$ cat config.mk
export PLATFORM = sky130hd
export DESIGN_NAME = hs_npu_mem_bridge_flat
export DESIGN_NICKNAME = d
export VERILOG_FILES = /design/src/rtl/hs_npu_pkg.sv /design/src/rtl/hs_npu_mem_bridge_if.sv /design/src/rtl/hs_npu_mem_bridge.sv /design/src/flat_wrapper.sv
export SDC_FILE = /design/constraint.sdc
export NUM_CORES = 1
export LEC_CHECK = 0
export ABC_AREA = 0
export CAP_MARGIN = 30
export CORE_ASPECT_RATIO = 0.6
export CORE_MARGIN = 2
export CORE_UTILIZATION = 45
export CTS_CLUSTER_DIAMETER = 150
export DETAILED_ROUTE_END_ITERATION = 8
export GPL_ROUTABILITY_DRIVEN = 0
export MAX_ROUTING_LAYER = met4
export PLACE_DENSITY_LB_ADDON = 0.3
export SLEW_MARGIN = 20
export SYNTH_ARGS = -nofsm -noshare
export SYNTH_HDL_FRONTEND = slang
export SYNTH_SLANG_ARGS = --single-unit
$ cat constraint.sdc
create_clock -name clk -period 5 [get_ports clk]
set_input_delay 1 -clock clk [delete_from_list [all_inputs] [get_ports clk]]
set_output_delay 1 -clock clk [all_outputs]
set_load 0.01 [all_outputs]
$ cat src/rtl/hs_npu_pkg.sv
// Shared NPU types: the 32-bit word type, the memory bridge FSM states and
// word-address helpers used by the NPU memory bridge.
package hs_npu_pkg;

  typedef logic [31:0] uword;

  localparam uword WORD_BYTES = 32'd4;

  typedef enum logic [1:0] {
    IDLE = 2'd0,
    RD   = 2'd1,
    WR   = 2'd2,
    DONE = 2'd3
  } mem_bridge_state_e;

  // Clear the byte-offset bits so a line address points at a whole word.
  function automatic uword word_align(input uword addr);
    return addr & ~(WORD_BYTES - 32'd1);
  endfunction

endpackage

$ cat src/rtl/hs_npu_mem_bridge_if.sv
// Avalon-MM word bus between the NPU memory bridge (master) and memory (slave).
interface hs_npu_mem_bridge_if;
  import hs_npu_pkg::*;

  uword avm_address_o;
  logic avm_read_o;
  logic avm_write_o;
  uword avm_writedata_o;
  logic avm_waitrequest_i;
  uword avm_readdata_i;
  logic avm_readdatavalid_i;

  modport master (
    output avm_address_o,
    output avm_read_o,
    output avm_write_o,
    output avm_writedata_o,
    input  avm_waitrequest_i,
    input  avm_readdata_i,
    input  avm_readdatavalid_i
  );

  modport slave (
    input  avm_address_o,
    input  avm_read_o,
    input  avm_write_o,
    input  avm_writedata_o,
    output avm_waitrequest_i,
    output avm_readdata_i,
    output avm_readdatavalid_i
  );

endinterface

$ cat src/rtl/hs_npu_mem_bridge.sv
// NPU line-to-word memory bridge. Each NPU line request becomes
// WORDS_PER_LINE sequential Avalon-MM word transfers; read words are
// assembled into a line and a one-cycle completion pulse goes back to the NPU.
// Word i of a line lives at bits [32*i +: 32] and at byte address base+4*i.
// Optional feature: define HS_NPU_MEM_BRIDGE_LINE_CACHE_EN for a one-entry
// read line cache that answers repeated reads without bus traffic.
module hs_npu_mem_bridge
  import hs_npu_pkg::*;
#(
  parameter int SIZE           = 8,
  parameter int WORDS_PER_LINE = SIZE * 8 / 32
) (
  input  logic                        clk,
  input  logic                        rst,
  input  logic                        npu_read_req_i,
  input  logic                        npu_write_req_i,
  input  uword                        npu_address_i,
  input  logic [32*WORDS_PER_LINE-1:0] npu_wdata_i,
  output logic                        npu_mem_valid_o,
  output logic [32*WORDS_PER_LINE-1:0] npu_rdata_o,
  hs_npu_mem_bridge_if.master         avm
);

  localparam int WPL   = WORDS_PER_LINE;
  localparam int CNT_W = $clog2(WPL + 1);
  localparam logic [CNT_W-1:0] LAST_IDX = CNT_W'(WPL - 1);
  localparam logic [CNT_W-1:0] FULL_CNT = CNT_W'(WPL);

  mem_bridge_state_e state_q, state_d;
  logic [CNT_W-1:0]  issue_cnt_q, recv_cnt_q;
  uword              base_q;
  uword [WPL-1:0]    wline_q, rline_q, line_next, rdata_q, hit_line;
  uword              req_addr, word_addr, wr_word;
  logic              cmd_rd, cmd_wr, rd_accept, wr_accept;
  logic              rsp_take, rd_done, cache_hit, hit_take;

  assign req_addr  = word_align(npu_address_i);
  // Modulo-2^32 add: a line starting near the top of memory wraps to 0.
  assign word_addr = base_q + uword'(issue_cnt_q) * WORD_BYTES;
  assign rd_accept = cmd_rd & ~avm.avm_waitrequest_i;
  assign wr_accept = cmd_wr & ~avm.avm_waitrequest_i;
  // Responses outside RD are strays from an abandoned burst and are dropped.
  assign rsp_take  = (state_q == RD) & avm.avm_readdatavalid_i;
  assign rd_done   = rsp_take & (recv_cnt_q == LAST_IDX);
  assign hit_take  = (state_q == IDLE) & ~npu_write_req_i & npu_read_req_i & cache_hit;

  // Pick the outgoing write word and merge the incoming read word into the line.
  always_comb begin
    wr_word   = '0;
    line_next = rline_q;
    for (int i = 0; i < WPL; i++) begin
      if (issue_cnt_q == CNT_W'(i)) wr_word = wline_q[i];
      if (recv_cnt_q == CNT_W'(i)) line_next[i] = avm.avm_readdata_i;
    end
  end

  // FSM state register.
  always_ff @(posedge clk or posedge rst) begin
    if (rst) state_q <= IDLE;
    else     state_q <= state_d;
  end

  // FSM next state and bus command decode; write wins over read in IDLE.
  always_comb begin
    state_d = state_q;
    cmd_rd  = 1'b0;
    cmd_wr  = 1'b0;
    unique case (state_q)
      IDLE: begin
        if (npu_write_req_i)     state_d = WR;
        else if (npu_read_req_i) state_d = cache_hit ? DONE : RD;
      end
      RD: begin
        cmd_rd = (issue_cnt_q != FULL_CNT);
        if (rd_done) state_d = DONE;
      end
      WR: begin
        cmd_wr = 1'b1;
        if (wr_accept && issue_cnt_q == LAST_IDX) state_d = DONE;
      end
      DONE:    state_d = IDLE;
      default: state_d = IDLE;
    endcase
  end

  // Issue and receive counters; cleared while idle so each burst starts at word 0.
  always_ff @(posedge clk or posedge rst) begin
    if (rst) begin
      issue_cnt_q <= '0;
      recv_cnt_q  <= '0;
    end else if (state_q == IDLE) begin
      issue_cnt_q <= '0;
      recv_cnt_q  <= '0;
    end else begin
      if (rd_accept || wr_accept) issue_cnt_q <= issue_cnt_q + 1'b1;
      if (rsp_take)               recv_cnt_q  <= recv_cnt_q + 1'b1;
    end
  end

  // Request capture and read-line assembly; only meaningful under the FSM.
  always_ff @(posedge clk) begin
    if (state_q == IDLE) begin
      base_q  <= req_addr;
      wline_q <= npu_wdata_i;
    end
    if (rsp_take) rline_q <= line_next;
  end

  // NPU read line: changes only when a read completes (bus or cache).
  always_ff @(posedge clk or posedge rst) begin
    if (rst)           rdata_q <= '0;
    else if (rd_done)  rdata_q <= line_next;
    else if (hit_take) rdata_q <= hit_line;
  end

`ifdef HS_NPU_MEM_BRIDGE_LINE_CACHE_EN
  uword           cache_tag_q;
  logic           cache_vld_q;
  uword [WPL-1:0] cache_line_q;

  assign cache_hit = cache_vld_q & (cache_tag_q == req_addr);
  assign hit_line  = cache_line_q;

  // Cache valid: set by a completed bus read, dropped by a write to the tagged line.
  always_ff @(posedge clk or posedge rst) begin
    if (rst)
      cache_vld_q <= 1'b0;
    else if (rd_done)
      cache_vld_q <= 1'b1;
    else if (state_q == IDLE && npu_write_req_i && req_addr == cache_tag_q)
      cache_vld_q <= 1'b0;
  end

  // Cache tag and line filled from every completed bus read.
  always_ff @(posedge clk) begin
    if (rd_done) begin
      cache_tag_q  <= base_q;
      cache_line_q <= line_next;
    end
  end
`else
  assign cache_hit = 1'b0;
  assign hit_line  = '0;
`endif

  assign npu_mem_valid_o     = (state_q == DONE);
  assign npu_rdata_o         = rdata_q;
  assign avm.avm_read_o      = cmd_rd;
  assign avm.avm_write_o     = cmd_wr;
  assign avm.avm_address_o   = (state_q == RD || state_q == WR) ? word_addr : '0;
  assign avm.avm_writedata_o = cmd_wr ? wr_word : '0;

endmodule

$ cat src/flat_wrapper.sv
// flat-port wrapper written by rule: the top's interface ports become plain ports
module hs_npu_mem_bridge_flat import hs_npu_pkg::*;
#(
  parameter int SIZE           = 8,
  parameter int WORDS_PER_LINE = SIZE * 8 / 32
)
  (clk, rst, npu_read_req_i, npu_write_req_i, npu_address_i, npu_wdata_i, npu_mem_valid_o, npu_rdata_o, avm_avm_address_o, avm_avm_read_o, avm_avm_write_o, avm_avm_writedata_o, avm_avm_waitrequest_i, avm_avm_readdata_i, avm_avm_readdatavalid_i);
  hs_npu_mem_bridge_if avm_i ();
  input  logic clk;
  input  logic rst;
  input  logic npu_read_req_i;
  input  logic npu_write_req_i;
  input  uword npu_address_i;
  input  logic [32*WORDS_PER_LINE-1:0] npu_wdata_i;
  output logic npu_mem_valid_o;
  output logic [32*WORDS_PER_LINE-1:0] npu_rdata_o;
  output wire logic [$bits(avm_i.avm_address_o)-1:0] avm_avm_address_o;
  output wire logic [$bits(avm_i.avm_read_o)-1:0] avm_avm_read_o;
  output wire logic [$bits(avm_i.avm_write_o)-1:0] avm_avm_write_o;
  output wire logic [$bits(avm_i.avm_writedata_o)-1:0] avm_avm_writedata_o;
  input wire logic [$bits(avm_i.avm_waitrequest_i)-1:0] avm_avm_waitrequest_i;
  input wire logic [$bits(avm_i.avm_readdata_i)-1:0] avm_avm_readdata_i;
  input wire logic [$bits(avm_i.avm_readdatavalid_i)-1:0] avm_avm_readdatavalid_i;
  assign avm_avm_address_o = avm_i.avm_address_o;
  assign avm_avm_read_o = avm_i.avm_read_o;
  assign avm_avm_write_o = avm_i.avm_write_o;
  assign avm_avm_writedata_o = avm_i.avm_writedata_o;
  assign avm_i.avm_waitrequest_i = avm_avm_waitrequest_i;
  assign avm_i.avm_readdata_i = avm_avm_readdata_i;
  assign avm_i.avm_readdatavalid_i = avm_avm_readdatavalid_i;
  hs_npu_mem_bridge #(.SIZE(SIZE), .WORDS_PER_LINE(WORDS_PER_LINE)) u_core (.clk(clk), .rst(rst), .npu_read_req_i(npu_read_req_i), .npu_write_req_i(npu_write_req_i), .npu_address_i(npu_address_i), .npu_wdata_i(npu_wdata_i), .npu_mem_valid_o(npu_mem_valid_o), .npu_rdata_o(npu_rdata_o), .avm(avm_i));
endmodule
-- Word level (Yosys, flattened, before mapping)
Cells that the tools add are included.
- bits in registers: 228
- input port bits: 134
- output and inout bits: 131
- word-level logic and storage cells: 53
- $add $sub $neg: 3
- equality and inequality tests: 9
- mux-type cells: 17
- bitwise logic cells: 5
- reductions and logical operators: 9
- operators with widths (operator ; number):
    two-way mux 32 bit ; 6
    adder 32 x 4 -> 32 bit ; 1
    two-way mux 2 bit ; 8
    one-hot mux 2 bit (4 select lines) ; 1
    == test 2 x 1 -> 1 bit, second input constant ; 3
    logical NOT 2 bit ; 3
    adder 2 x 1 -> 2 bit, second input constant ; 2
    bitwise AND 1 bit ; 4
    == test 2 bit, second input constant ; 2
    inequality test 2 x 1 -> 1 bit, second input constant ; 2
    nonzero test 2 bit ; 2
    inequality test 3 bit, second input constant ; 1
    AND reduction 3 bit ; 1
    logical OR 1 bit ; 2
    two-way mux 1 bit ; 2
    inequality test 2 bit, second input constant ; 1
    logical AND 1 bit ; 1
    NOT 1 bit ; 1

-- Depth between registers and ports, before layout
- word-level depth: 6
- depth in mapped cells: 8
- mapped depth without buffers: 7

-- Least setup slack after synthesis
OpenSTA, ideal clock, no wires.
- path type: reg2reg
- start: register u_core.state_q[0]
- end: register u_core.state_q[0]
- arrival time: 3.169 ns
- data required time: 4.711 ns
- path slack: 1.542 ns
- stages on the path, launching flop included: 4
- period minus slack after synthesis: 3.458 ns
- cell sequence: dfrtp_1 > inv_1 > ha_1 > a221oi_1
- cells in the longest elaborated chain, start to end: 6
- elaborated cells on any way between the ends: 14
- classes of those cells: eq/ne (6); mux (2); bitwise (3); reduce/logical (3)
- RTL lines (item ; RTL line ; RTL):
    start: declaration ; hs_npu_mem_bridge.sv:29 ; mem_bridge_state_e state_q, state_d;
    start signal: assignment ; hs_npu_mem_bridge.sv:60 ; else state_q <= state_d;
    == test 2 bit ; hs_npu_mem_bridge.sv:68 ; unique case (state_q)
    two-way mux 1 bit ; hs_npu_mem_bridge.sv:68 ;
    bitwise AND 1 bit ; hs_npu_mem_bridge.sv:41 ; assign wr_accept = cmd_wr & ~avm.avm_waitrequest_i;
    logical AND 1 bit ; hs_npu_mem_bridge.sv:79 ; if (wr_accept && issue_cnt_q == LAST_IDX) state_d = DONE;
    inequality test 2 x 1 -> 1 bit (no source line) ; -- ;
    AND reduction 3 bit (no source line) ; -- ;
Several ways; a longest one is shown, not always the timed one.
A chain may end at the register's enable or synchronous reset.

-- Worst setup path in the final report
- start: register u_core.issue_cnt_q[0]
- end: output port avm_avm_address_o[24]
- cells in the longest elaborated chain, start to end: 2
- RTL lines (item ; RTL line ; RTL):
    start: declaration ; hs_npu_mem_bridge.sv:30 ; logic [CNT_W-1:0] issue_cnt_q, recv_cnt_q;
    start signal: assignment ; hs_npu_mem_bridge.sv:95 ; if (rd_accept || wr_accept) issue_cnt_q <= issue_cnt_q + 1'b1;
    adder 32 x 4 -> 32 bit ; hs_npu_mem_bridge.sv:39 ; assign word_addr = base_q + uword'(issue_cnt_q) * WORD_BYTES;
    two-way mux 32 bit ; hs_npu_mem_bridge.sv:150 ; assign avm.avm_address_o = (state_q == RD || state_q == WR) ? word_addr : '0;
    end: declaration ; flat_wrapper.sv:17 ; output wire logic [$bits(avm_i.avm_address_o)-1:0] avm_avm_address_o;
No other way between the ends.

==> impl_metrics.toml <==
[grt]
grt-ovfl-total = 0
antenna_found_initial = 1
grt.total_usage_pct = 21.2
grt_pass1_wl_um = 30400
grt_max_degree = 65
grt_pass1_vias = 5861

[yosys]
synth_area_sq_um = 8310
synth_cell_type_count = 48
yosys.area_share.simple_pct = 8.69
synthCells = 559
seq_area_frac_synth_pct = 66.6
synth_seq_cells = 196
yosys.area_share.adder_pct = 1.90
synth_xor_area_share_pct = 1.48
synth_compound_area_share_pct = 5.47
synth_flop_cell = "edfxtp_1"
synth-edff-count = 126
syn_area_per_cell_sq_um = 14.9
muxShareOfSynthArea_pct = 13.5
synth-async-reset-ratio_pct = 35.7
synth_top_family_by_area = "multiplexers"
ys_warn_count = 0

[finish]
fill_cells = 1281
fin_nets = 963
synthToLayoutAreaGrowth_pct = 41.7
drive_above_1_share_pct = 16.5
layout.cells.non_filler = 1071
fin_area_sq_um = 11800

[clocking]
post_cts_buffers = 0
ctsHoldBuffers = 0
clockRootBuffer = "clkbuf_16"
clock_path_buffers = 2
clock_latency_ns = 0.44
cts_tree = "yes"
path_clk_slew_ns = 0.07
h-tree-depth = 4
cts_resized = 0
clock_sinks = 196
numCtsBuffers = 17

[die]
die_w_um = 179
initial_core_util_pct = 46.0
core_area_sq_um = 18100
rows = 38
dieArea_sq_um = 19600
io_pins = 265
dieHeight_um = 109

[critical_path]
required_ns = 4.00
path_cells = "ha_1, inv_1, fa_1, and4b_1, nand4_1, or4_1, a21oi_1, clkdlybuf4s50_1"
r2r_slack_ns = 2.74
r2r-end = "u_core.wline_q[42]$_DFFE_PP_"
r2r_start = "u_core.state_q[1]$_DFFE_PP0P_"
critPathSlowestCell = "or4_1"
max_stage_delay_ns = 0.58
r2r_cells = 3
arrival_ns = 3.62
crit_type = "flop to primary output"
end_kind = "primary output"
critPathLaunchType = "flop"
worst-path-max-fanout = 11

[sta]
finalClockSkew_ns = 0.0113
maxSlewViolCount = 0
setup-tns-final_ns = 0
max_freq_ghz = 0.217
layout_setup_ws_ns = 0.384
finalHoldViolCount = 0
relSlewSlack_pct = 44.5
finalCritPeriodShare_pct = 92.3
rsz0062_at_grt = "no"
worst_slew_pin_slew_ns = 0.832
hold_ws_ns = 0.507
min_period_ns = 4.62
finalSetupViolCount = 0

[placement]
post-place-ws_ns = 0.869
port_buffers = 260
place_area_sq_um = 11200
dpl.hpwl_um = 13900
placed_cells = 1038

[route]
viasPerCell = 5.25
final_antenna_net_count = 0
dr_total_vias = 5627
drc_errors = 0
drtIter0Drc = 407
dr.pass1.iters = 4
wl_per_cell_um = 18.3
wl_um = 19600

[hold_path]
hold_end = "u_core.npu_rdata_o[33]$_DFFE_PP0P_"
hold_path.startpoint = "u_core.npu_rdata_o[33]$_DFFE_PP0P_"
hold_class = "flop to flop"
whs_path_depth = 1

[power_and_ir_drop]
p_switching_mw = 2.32
seqPwrFrac_pct = 38.2
switching_share_pct = 32.6
p_int_mw = 4.80
p_comb_share_pct = 42.7
clock_power_share_pct = 19.1
leakage_nw = 4.31
vdd_drop_max_mv = 0.301
p_per_area_nw_per_um2 = 605

[job]
maxCapViolCount = 0

[status]
outcome = "finished clean"
==> sequential cells by signal (all words and copies together) (netlist names) <==
register	cells
u_core.recv_cnt_q	2
u_core.npu_rdata_o	64
u_core.state_q	2
u_core.issue_cnt_q	2
u_core.rline_q	32
u_core.wline_q	64
u_core.base_q	30
==> logic make-up (layout without fill, tap and decap cells) <==
| group | after synthesis | count (layout) |
|---|---|---|
| flip-flops | 196 | 196 |
| AND/OR/NAND/NOR | 125 | 125 |
| multiplexers | 100 | 100 |
| AO/OA/AOI/OAI | 66 | 66 |
| buffers and inverters | 45 | 315 |
| XOR/XNOR | 14 | 14 |
| adder cells (fa/ha/maj) | 12 | 12 |
| other | 1 | 3 |
==> final cells by class <==
class	instances	area [sq um]	area share (%)
antenna	1	2.50	0.0213
inverter	15	57.6	0.489
multi-input combinational	319	2610	22.2
timing repair buffer	268	2670	22.7
tap	240	300	2.55
sequential	196	5540	47.0
clock inverter	9	86.3	0.734
clock buffer	23	500	4.25
==> worst max-delay path: cells and delay by family (launching register included) <==
kind,cells,cell delay (ns)
and+or+nand+nor,3,1.35
DFF,1,0.40
adders and majority gates,2,0.63
AOI/OAI and AO/OA,1,0.16
buffers and inverters,2,0.64
==> cells in the final DEF, fill, tap and decap left out, types with 14 or more instances in the layout <==
| master | count |
|---|---|
| clkbuf_16 | 19 |
| nor2b_1 | 33 |
| mux2_2 | 91 |
| nand2_1 | 19 |
| nor2_1 | 19 |
| a22oi_1 | 32 |
| edfxtp_1 | 126 |
| dfrtp_1 | 70 |
| clkdlybuf4s50_1 | 260 |
| a21oi_1 | 14 |
==> metal layers <==
layer / routed length [um] / up-vias / track usage [%]
met2: 9190 / 238 / 32.3
met3: 1640 / 28 / 6.69
met5: 0 / - / -
li1: - / 2598 / -
met4: 351 / 0 / 7.49
met1: 8450 / 2763 / 27.0
==> through the flow <==
stage	util, %	power [mW]
2_1_floorplan	-	4.24
3_3_place_gp	61.8	5.66
3_5_place_dp	61.8	5.79
4_1_cts	65.1	7.18
5_1_grt	65.1	7.53
6_report	65.1	7.12
==> synth_stat cells, drive strengths merged (2+ instances only) <==
cell | instances | area [sq um]
a21oi | 15 | 78.8
mux2i | 4 | 40.0
and4 | 3 | 27.5
ha | 11 | 138
nand4 | 9 | 71.3
o31ai | 6 | 45.0
nand3 | 10 | 50.1
and2 | 2 | 12.5
o41ai | 2 | 17.5
dfrtp | 70 | 1750
buf | 10 | 57.6
mux2 | 96 | 1080
or4b | 2 | 20.0
clkbuf | 20 | 75.1
or3 | 7 | 50.1
xor2 | 5 | 43.8
xnor2 | 9 | 78.8
or4 | 5 | 37.5
a22oi | 32 | 240
nor2 | 19 | 71.3
nor2b | 34 | 213
inv | 14 | 52.6
nand2b | 4 | 25.0
o21ai | 6 | 30.0
edfxtp | 126 | 3780
nand2 | 19 | 71.3
nor3 | 2 | 10.0
nor4 | 6 | 37.5
==> worst max path at each step <==
stage / start / to / cells past startpoint
2_1_floorplan: u_core.state_q[0]$_DFFE_PP0P_ / u_core.state_q[0]$_DFFE_PP0P_ / 3
3_3_place_gp: u_core.issue_cnt_q[0]$_DFFE_PP0P_ / avm_avm_address_o[24] / 8
3_5_place_dp: u_core.issue_cnt_q[0]$_DFFE_PP0P_ / avm_avm_address_o[24] / 8
4_1_cts: u_core.issue_cnt_q[0]$_DFFE_PP0P_ / avm_avm_address_o[24] / 8
5_1_grt: u_core.issue_cnt_q[0]$_DFFE_PP0P_ / avm_avm_address_o[24] / 8
6_report: u_core.issue_cnt_q[0]$_DFFE_PP0P_ / avm_avm_address_o[24] / 8
==> power groups by stage <==
stage / Clock (mW) / Combinational, mW / Sequential [mW]
2_1_floorplan: 0 / 1.41 / 2.83
3_5_place_dp: 0 / 3.05 / 2.74
6_report: 1.36 / 3.04 / 2.72
5_1_grt: 1.46 / 3.28 / 2.79
3_3_place_gp: 0 / 2.95 / 2.70
4_1_cts: 1.40 / 3.07 / 2.72
Note: power is estimated with default switching activity, not from simulation.
